File: src/rtl/shared_reg_arb.sv
// shared_reg_arb: four requesters compete for write access to one shared
// register. The grant is round-robin; a holder is preempted after MAX_HOLD
// consecutive cycles while another requester waits.
//
// Ports:
//   clk      - single clock, rising edge
//   reset    - synchronous, active-high
//   req_i    - per-requester write request, bit k = requester k
//   data_i   - write data, lane k = data_i[k*WIDTH +: WIDTH]
//   gnt_o    - registered one-hot grant, zero when idle
//   owner_o  - index of the grant holder, meaningful only while busy_o=1
//   busy_o   - 1 whenever gnt_o is non-zero
//   q_o      - shared register contents
module shared_reg_arb #(
  parameter int unsigned WIDTH    = 8,
  parameter int unsigned MAX_HOLD = 4
) (
  input  logic               clk,
  input  logic               reset,
  input  logic [3:0]         req_i,
  input  logic [4*WIDTH-1:0] data_i,
  output logic [3:0]         gnt_o,
  output logic [1:0]         owner_o,
  output logic               busy_o,
  output logic [WIDTH-1:0]   q_o
);

  localparam logic [3:0] HOLD_LAST = 4'(MAX_HOLD - 1);

  typedef enum logic {
    S_IDLE  = 1'b0,
    S_OWNED = 1'b1
  } state_e;

  state_e           state_q, state_d;
  logic [3:0]       gnt_q, gnt_d;
  logic [1:0]       owner_q, owner_d;
  logic             busy_q, busy_d;
  logic [WIDTH-1:0] q_q, q_d;
  logic [1:0]       rr_ptr_q, rr_ptr_d;
  logic [3:0]       hold_cnt_q, hold_cnt_d;

  logic [WIDTH-1:0] lane_sel;
  logic             own_req;
  logic [3:0]       others;
  logic [1:0]       pick_idle;
  logic [1:0]       pick_next;
  logic             grant_new;
  logic [1:0]       new_idx;

  // First set bit of req at or after start, wrapping modulo 4. Scanning from
  // the farthest offset down lets the nearest hit overwrite earlier ones.
  function automatic logic [1:0] rr_pick(input logic [3:0] req, input logic [1:0] start);
    logic [1:0] idx;
    rr_pick = start;
    for (int i = 3; i >= 0; i--) begin
      idx = start + 2'(i);
      if (req[idx]) rr_pick = idx;
    end
  endfunction

  // Next-state, grant and write decision.
  always_comb begin
    state_d    = state_q;
    gnt_d      = gnt_q;
    owner_d    = owner_q;
    busy_d     = busy_q;
    q_d        = q_q;
    rr_ptr_d   = rr_ptr_q;
    hold_cnt_d = hold_cnt_q;
    grant_new  = 1'b0;
    new_idx    = '0;

    lane_sel = '0;
    for (int k = 0; k < 4; k++) begin
      if (owner_q == 2'(k)) lane_sel = data_i[k*WIDTH +: WIDTH];
    end

    own_req   = req_i[owner_q];
    others    = req_i & ~(4'b0001 << owner_q);
    pick_idle = rr_pick(req_i, rr_ptr_q);
    pick_next = rr_pick(others, owner_q + 2'd1);

    case (state_q)
      S_IDLE: begin
        if (|req_i) begin
          grant_new = 1'b1;
          new_idx   = pick_idle;
        end
      end
      S_OWNED: begin
        if (!own_req) begin
          // Release edge: no write.
          hold_cnt_d = '0;
          if (|others) begin
            grant_new = 1'b1;
            new_idx   = pick_next;
          end else begin
            state_d = S_IDLE;
            gnt_d   = '0;
            busy_d  = 1'b0;
          end
        end else begin
          // Holder still requesting: it writes, including on a preempt edge.
          q_d = lane_sel;
          if ((hold_cnt_q == HOLD_LAST) && (|others)) begin
            grant_new = 1'b1;
            new_idx   = pick_next;
          end else if (hold_cnt_q != HOLD_LAST) begin
            hold_cnt_d = hold_cnt_q + 4'd1;
          end
        end
      end
      default: ;
    endcase

    if (grant_new) begin
      state_d    = S_OWNED;
      gnt_d      = 4'b0001 << new_idx;
      owner_d    = new_idx;
      busy_d     = 1'b1;
      hold_cnt_d = '0;
      rr_ptr_d   = new_idx + 2'd1;
    end
  end

  // State and output registers.
  always_ff @(posedge clk) begin
    if (reset) begin
      state_q    <= S_IDLE;
      gnt_q      <= '0;
      owner_q    <= '0;
      busy_q     <= 1'b0;
      q_q        <= '0;
      rr_ptr_q   <= '0;
      hold_cnt_q <= '0;
    end else begin
      state_q    <= state_d;
      gnt_q      <= gnt_d;
      owner_q    <= owner_d;
      busy_q     <= busy_d;
      q_q        <= q_d;
      rr_ptr_q   <= rr_ptr_d;
      hold_cnt_q <= hold_cnt_d;
    end
  end

  assign gnt_o   = gnt_q;
  assign owner_o = owner_q;
  assign busy_o  = busy_q;
  assign q_o     = q_q;

endmodule

File: config.mk
export PLATFORM = sky130hd
export DESIGN_NAME = shared_reg_arb
export DESIGN_NICKNAME = d
export VERILOG_FILES = /design/src/rtl/shared_reg_arb.sv
export SDC_FILE = /design/constraint.sdc
export NUM_CORES = 1
export LEC_CHECK = 0
export BUFFER_PORTS_ARGS = -buffer_cell sky130_fd_sc_hd__buf_2
export CORE_MARGIN = 2
export CORE_UTILIZATION = 46
export CTS_BUF_LIST = sky130_fd_sc_hd__clkbuf_4 sky130_fd_sc_hd__clkbuf_8
export DETAILED_ROUTE_END_ITERATION = 12
export GPL_ROUTABILITY_DRIVEN = 0
export HOLD_SLACK_MARGIN = 0.03
export PLACE_DENSITY = 0.78
export SLEW_MARGIN = 0
export SYNTH_ARGS = -nofsm -noshare
export SYNTH_HDL_FRONTEND = slang
export SYNTH_SLANG_ARGS = --single-unit
File: constraint.sdc
create_clock -name clk -period 2.42 [get_ports clk]
set_input_delay 0.121 -clock clk [delete_from_list [all_inputs] [get_ports clk]]
set_output_delay 0.121 -clock clk [all_outputs]
set_load 0.1 [all_outputs]
======== Yosys cells after proc, flatten, opt, wreduce, memory -nomap -nowiden ========
Cells that the tools add are included.
cells by class
  add/sub/neg operators ................... 9
  multiply operators ...................... 0
  divide/modulo/power cells ............... 0
  magnitude comparators ................... 9
  equal/unequal tests ..................... 9
  shift operators ......................... 2
  mux-type cells .......................... 54
  bitwise gates (word level) .............. 3
  reduce and logical (&&, ||, !) cells .... 9
operator list
  cell                                                                          count
  8-bit two-way mux                                                             4
  4-bit two-way mux                                                             7
  2-bit by 3-bit less-than comparator with 1-bit output, second input constant  9
  2-bit two-way mux                                                             12
  1-bit two-way mux                                                             20
  1-bit binary-select mux with 2-bit select                                     9
  2-bit by 1-bit adder with 2-bit output, second input constant                 4
  2-bit adder, second input constant                                            4
  4-bit OR reduction                                                            2
  1-bit by 2-bit left shift with 4-bit output, first input constant             2
  3-bit AND reduction                                                           2
  4-bit by 1-bit adder with 4-bit output, second input constant                 1
  4-bit bitwise AND                                                             1
  2-bit equality test, second input constant                                    2
  4-bit by 2-bit equality test with 1-bit output, second input constant         1
  2-bit by 1-bit != test with 1-bit output, second input constant               2
  2-bit != test, second input constant                                          2
  4-bit by 2-bit != test with 1-bit output, second input constant               1
  4-bit NOT                                                                     1
  2-bit one-hot mux with 2 select lines                                         1
  2-bit by 1-bit equality test with 1-bit output, second input constant         1
  2-bit zero test                                                               1
  1-bit one-hot mux with 2 select lines                                         1
  2-bit AND reduction                                                           1
  4 further kinds                                                               4
word-level totals
  register bits after elaboration ......... 22
  bits in latches ......................... 0
  bits in writable memories ............... 0
  bits in read-only memories .............. 0
  output and inout bits ................... 15
  word-level logic and storage cells ...... 102
  memories ................................ 0

======== Depth between registers and ports, before layout ========
  depth in word-level cells ............... 14
  gate-level depth with buffers ........... 11
  mapped depth without buffers ............ 10

======== Worst setup path before layout ========
No wires, ideal clock.
  kind .................................... reg-to-reg
  start point ............................. reg owner_q[0] (netlist: owner_o[0])
  end point ............................... reg rr_ptr_q[1]
  library setup time ...................... 86 ps
  data arrival time ....................... 3069 ps
  data required time ...................... 2334 ps
  path slack .............................. -735 ps
  cell stages (with the launch flop) ...... 7
  period minus slack after synthesis ...... 3155 ps
  cell sequence ........................... dfxtp_1 -> mux4_2 -> nor2b_4 -> or3b_4 -> o31a_1 -> ha_1 -> a211oi_1
on the way
  cells in the longest elaborated chain, start to end .. 13
  elaborated cells on any way between the ends .. 32
  those cells by class .................... add/sub (5); shift (1); mux (22); bitwise (2); reduce/logical (2)
RTL lines
  item                                                                                             line  source
  start, declared                                                                                  37    logic [1:0] owner_q, owner_d;
  start signal, assigned                                                                           140   owner_q <= owner_d;
  parallel branches: the longest is 13 deep, another holds 2-bit by 1-bit adder with 2-bit output  -
  end signal, assigned                                                                             143   rr_ptr_q <= rr_ptr_d;
  end, declared                                                                                    40    logic [1:0] rr_ptr_q, rr_ptr_d;
Parallel ways; which one is timed is not known. The select of a mux whose other input is x is not followed.
A chain may end at the register's enable or synchronous reset.

======== Worst setup path after layout ========
Ends and elaborated chain as after synthesis.

==> reports/results.tsv <==
stage	metric	value	unit
worst_setup_path	r2r-end	rr_ptr_q[1]$_SDFFE_PP0P_	
yosys	synth-seq-area-share	0.309	
clocking	clk_pin_slew	0.13	ns
die	ios	53	
outcome	outcome	finished, final reports clean	
cells_and_area	area_growth	27.6	%
worst_setup_path	r2r_slack	0.04	ns
worst_setup_path	worst_path_largest_cell_delay	0.56	ns
clocking	cts_tree	yes	
worst_setup_path	crit_fanout	8	
clocking	root_buffer	clkbuf_4	
cells_and_area	diodes	0	
place	place_area	0.00174	mm2
flow_run	cap_violations	0	
sta	hold_viol	0	
clocking	cts_max_level	1	
sta	rsz0062_at_grt	true	
die	core	0.00300	mm2
place	port_buffers	52	
routing	drt_iter0_markers	35	
yosys	yosysWarnings	0	
cells_and_area	fin_area	0.00182	mm2
worst_setup_path	worstReg2RegStart	owner_o[0]$_SDFFE_PP0P_	
clocking	cts_hold_buffers	0	
worst_hold_path	min_path_cells	3	
sta	max_freq	0.420	GHz
yosys	synth-seq-cells	22	
cells_and_area	fin_nets	277	
yosys	avgSynthCellArea	8.02	um2
power_and_ir_drop	max-vdd-ir-drop	0.482	mV
yosys	synth_cell_types	40	
sta	whs	0.147	ns
cells_and_area	final_cell_mix	buf_2, dfxtp_1, nor2_1, a21oi_1, nor3_1	
power_and_ir_drop	p_total	1.55	mW
power_and_ir_drop	power.leakage	0.824	nW
worst_setup_path	cpMaxStageDelayCell	mux4_2	
routing	via_count	1460	
grt	grt_usage	0.213	
sta	worst_pin_slew	0.493	ns
worst_setup_path	end_kind	register	
clocking	numCtsBuffers	3	
routing	wl	3.46	mm
yosys	synth_flop_cell	dfxtp_1	
routing	wl_per_cell	13.1	um
die	dieArea	0.00357	mm2
worst_hold_path	worstHoldStart	data_i[30]	
place	place_ws	0.0836	ns
power_and_ir_drop	power_density	853	mW/mm2
die	die_h	59.7	um
grt	grt_max_degree	23	
worst_setup_path	path_cells	mux4_2, nor2b_4, or3b_4, o31a_1, ha_1, a211oi_2	
clocking	clock_sinks	22	
worst_setup_path	critPathTopFamily	multiplexers	
worst_setup_path	worst_ep_required_time	2.66	ns
sta	drv_slew	0	
cells_and_area	drive_above_1_share	0.346	
yosys	synth_edf_count	0	
sta	fin_ws	0.0407	ns
die	start_util	0.475	
routing	drc_errors	0	
worst_setup_path	r2r.worst_path.cells	6	
worst_hold_path	hold_class	in2reg	
cells_and_area	final_common_cell	buf_2	
worst_setup_path	critPathBufInv	0	
sta	setup_viol	0	
place	place_inst	259	
sta	slew_headroom	0.671	
clocking	clk_latency	0.31	ns
grt	antenna_found_initial	0	
cells_and_area	stdcell_count	264	
grt	grt-ovfl-total	0	
die	core.rowCount	20	
sta	skew	0.00574	ns
yosys	synthCells	178	
routing	antenna_left	0	
worst_setup_path	crit_arrival	2.62	ns
worst_hold_path	hold_end	q_o[6]$_SDFFE_PP0P_	
die	die_w	59.7	um
sta	min_period_over_period	0.983	
clocking	cts_buffer_depth	2	
worst_setup_path	worstSetupPathType	reg2reg	
yosys	netlist_area	0.00143	mm2
routing	vias_per_cell	5.53	
routing	drt-pass1-iter-count	4	
grt	grt_pass1_wl	5.89	mm
worst_setup_path	cp-start-kind	register	
place	hpwl	2.60	mm
sta	post-route-min-period	2.38	ns
grt	grt_pass1_vias	1363	
yosys	syn_nets	223	
yosys	synthArstFlopShare	0	
## per-stage QoR
step	util	setup TNS [ns]
finish	0.607	0
global route	0.607	-0.0452
CTS	0.596	0
detailed placement	0.579	0
global placement	0.579	0
floorplan	-	-0.0726
## power by group
group	switching [mW]	leakage [nW]	internal, mW
logic	0.554	0.614	0.261
registers	0.0434	0.182	0.413
clock network	0.115	0.0279	0.167
## logic make-up after synthesis
kind of cell	count (synthesis)	share of synthesized area
compound gates	51	0.245
fa+ha+maj	7	0.0613
flops	22	0.308
simple gates	79	0.309
buf+inv	17	0.0543
mux	2	0.0228
## metal layers
layer | part of all wire | wire, um | vias to the layer above | track usage
li1 | - | - | 766 | -
met1 | 0.46 | 1600 | 654 | 0.267
met2 | 0.48 | 1650 | 38 | 0.370
met3 | 0.055 | 190 | 2 | 0.0584
met4 | 0.0035 | 12 | 0 | 0.0317
met5 | 0 | 0 | - | 0
## worst max path at each step
| stage | start | endpoint | slack (ns) | cells past startpoint |
|---|---|---|---|---|
| 2_1_floorplan | owner_o[0]$_SDFFE_PP0P_ | rr_ptr_q[1]$_SDFFE_PP0P_ | -0.06 | 6 |
| 3_3_place_gp | owner_o[0]$_SDFFE_PP0P_ | rr_ptr_q[1]$_SDFFE_PP0P_ | 0.13 | 6 |
| 3_5_place_dp | owner_o[0]$_SDFFE_PP0P_ | rr_ptr_q[1]$_SDFFE_PP0P_ | 0.08 | 6 |
| 4_1_cts | owner_o[0]$_SDFFE_PP0P_ | rr_ptr_q[1]$_SDFFE_PP0P_ | 0.04 | 6 |
| 5_1_grt | owner_o[0]$_SDFFE_PP0P_ | rr_ptr_q[1]$_SDFFE_PP0P_ | -0.05 | 6 |
| 6_report | owner_o[0]$_SDFFE_PP0P_ | rr_ptr_q[1]$_SDFFE_PP0P_ | 0.04 | 6 |
## registers in the layout, indices dropped and copies added, names as in the netlist
signal	count
hold_cnt_q	4
state_q	1
busy_o	1
rr_ptr_q	2
gnt_o	4
q_o	8
owner_o	2
## cell type report
type	instances	area, um2
inverters	7	27.5
clock buffers	3	22.5
multi-input cells	139	940
well taps	33	41.3
fillers	294	1180
clock inverters	1	30.0
repair buffers	59	313
flip-flops and latches	22	448
## synthesized netlist by cell type (3+ instances only)
| library cell | count | area share |
|---|---|---|
| nand2b_1 | 6 | 0.026 |
| nor2_1 | 19 | 0.050 |
| dfxtp_1 | 22 | 0.31 |
| a211oi_1 | 10 | 0.053 |
| nand3_1 | 6 | 0.021 |
| nand2_1 | 7 | 0.018 |
| nor2b_1 | 10 | 0.044 |
| and2b_2 | 4 | 0.025 |
| a221oi_1 | 8 | 0.049 |
| o22ai_1 | 3 | 0.013 |
| clkbuf_1 | 7 | 0.018 |
| nor3_1 | 14 | 0.049 |
| inv_1 | 6 | 0.016 |
| ha_1 | 7 | 0.061 |
| a21oi_1 | 18 | 0.063 |
## tightest hold or removal path: cells and delay by family
kind,cells,cell delay (ns)
compound gates,2,0.20
buf+inv,1,0.10
## timing repair
| item | 4_1_cts | 5_1_grt |
|---|---|---|
| gates resized for setup | 0 | 4 |
| endpoints found under the setup margin | 0 | 6 |
| setup buffers | 0 | 1 |
Note: power is estimated with default switching activity, not from simulation.
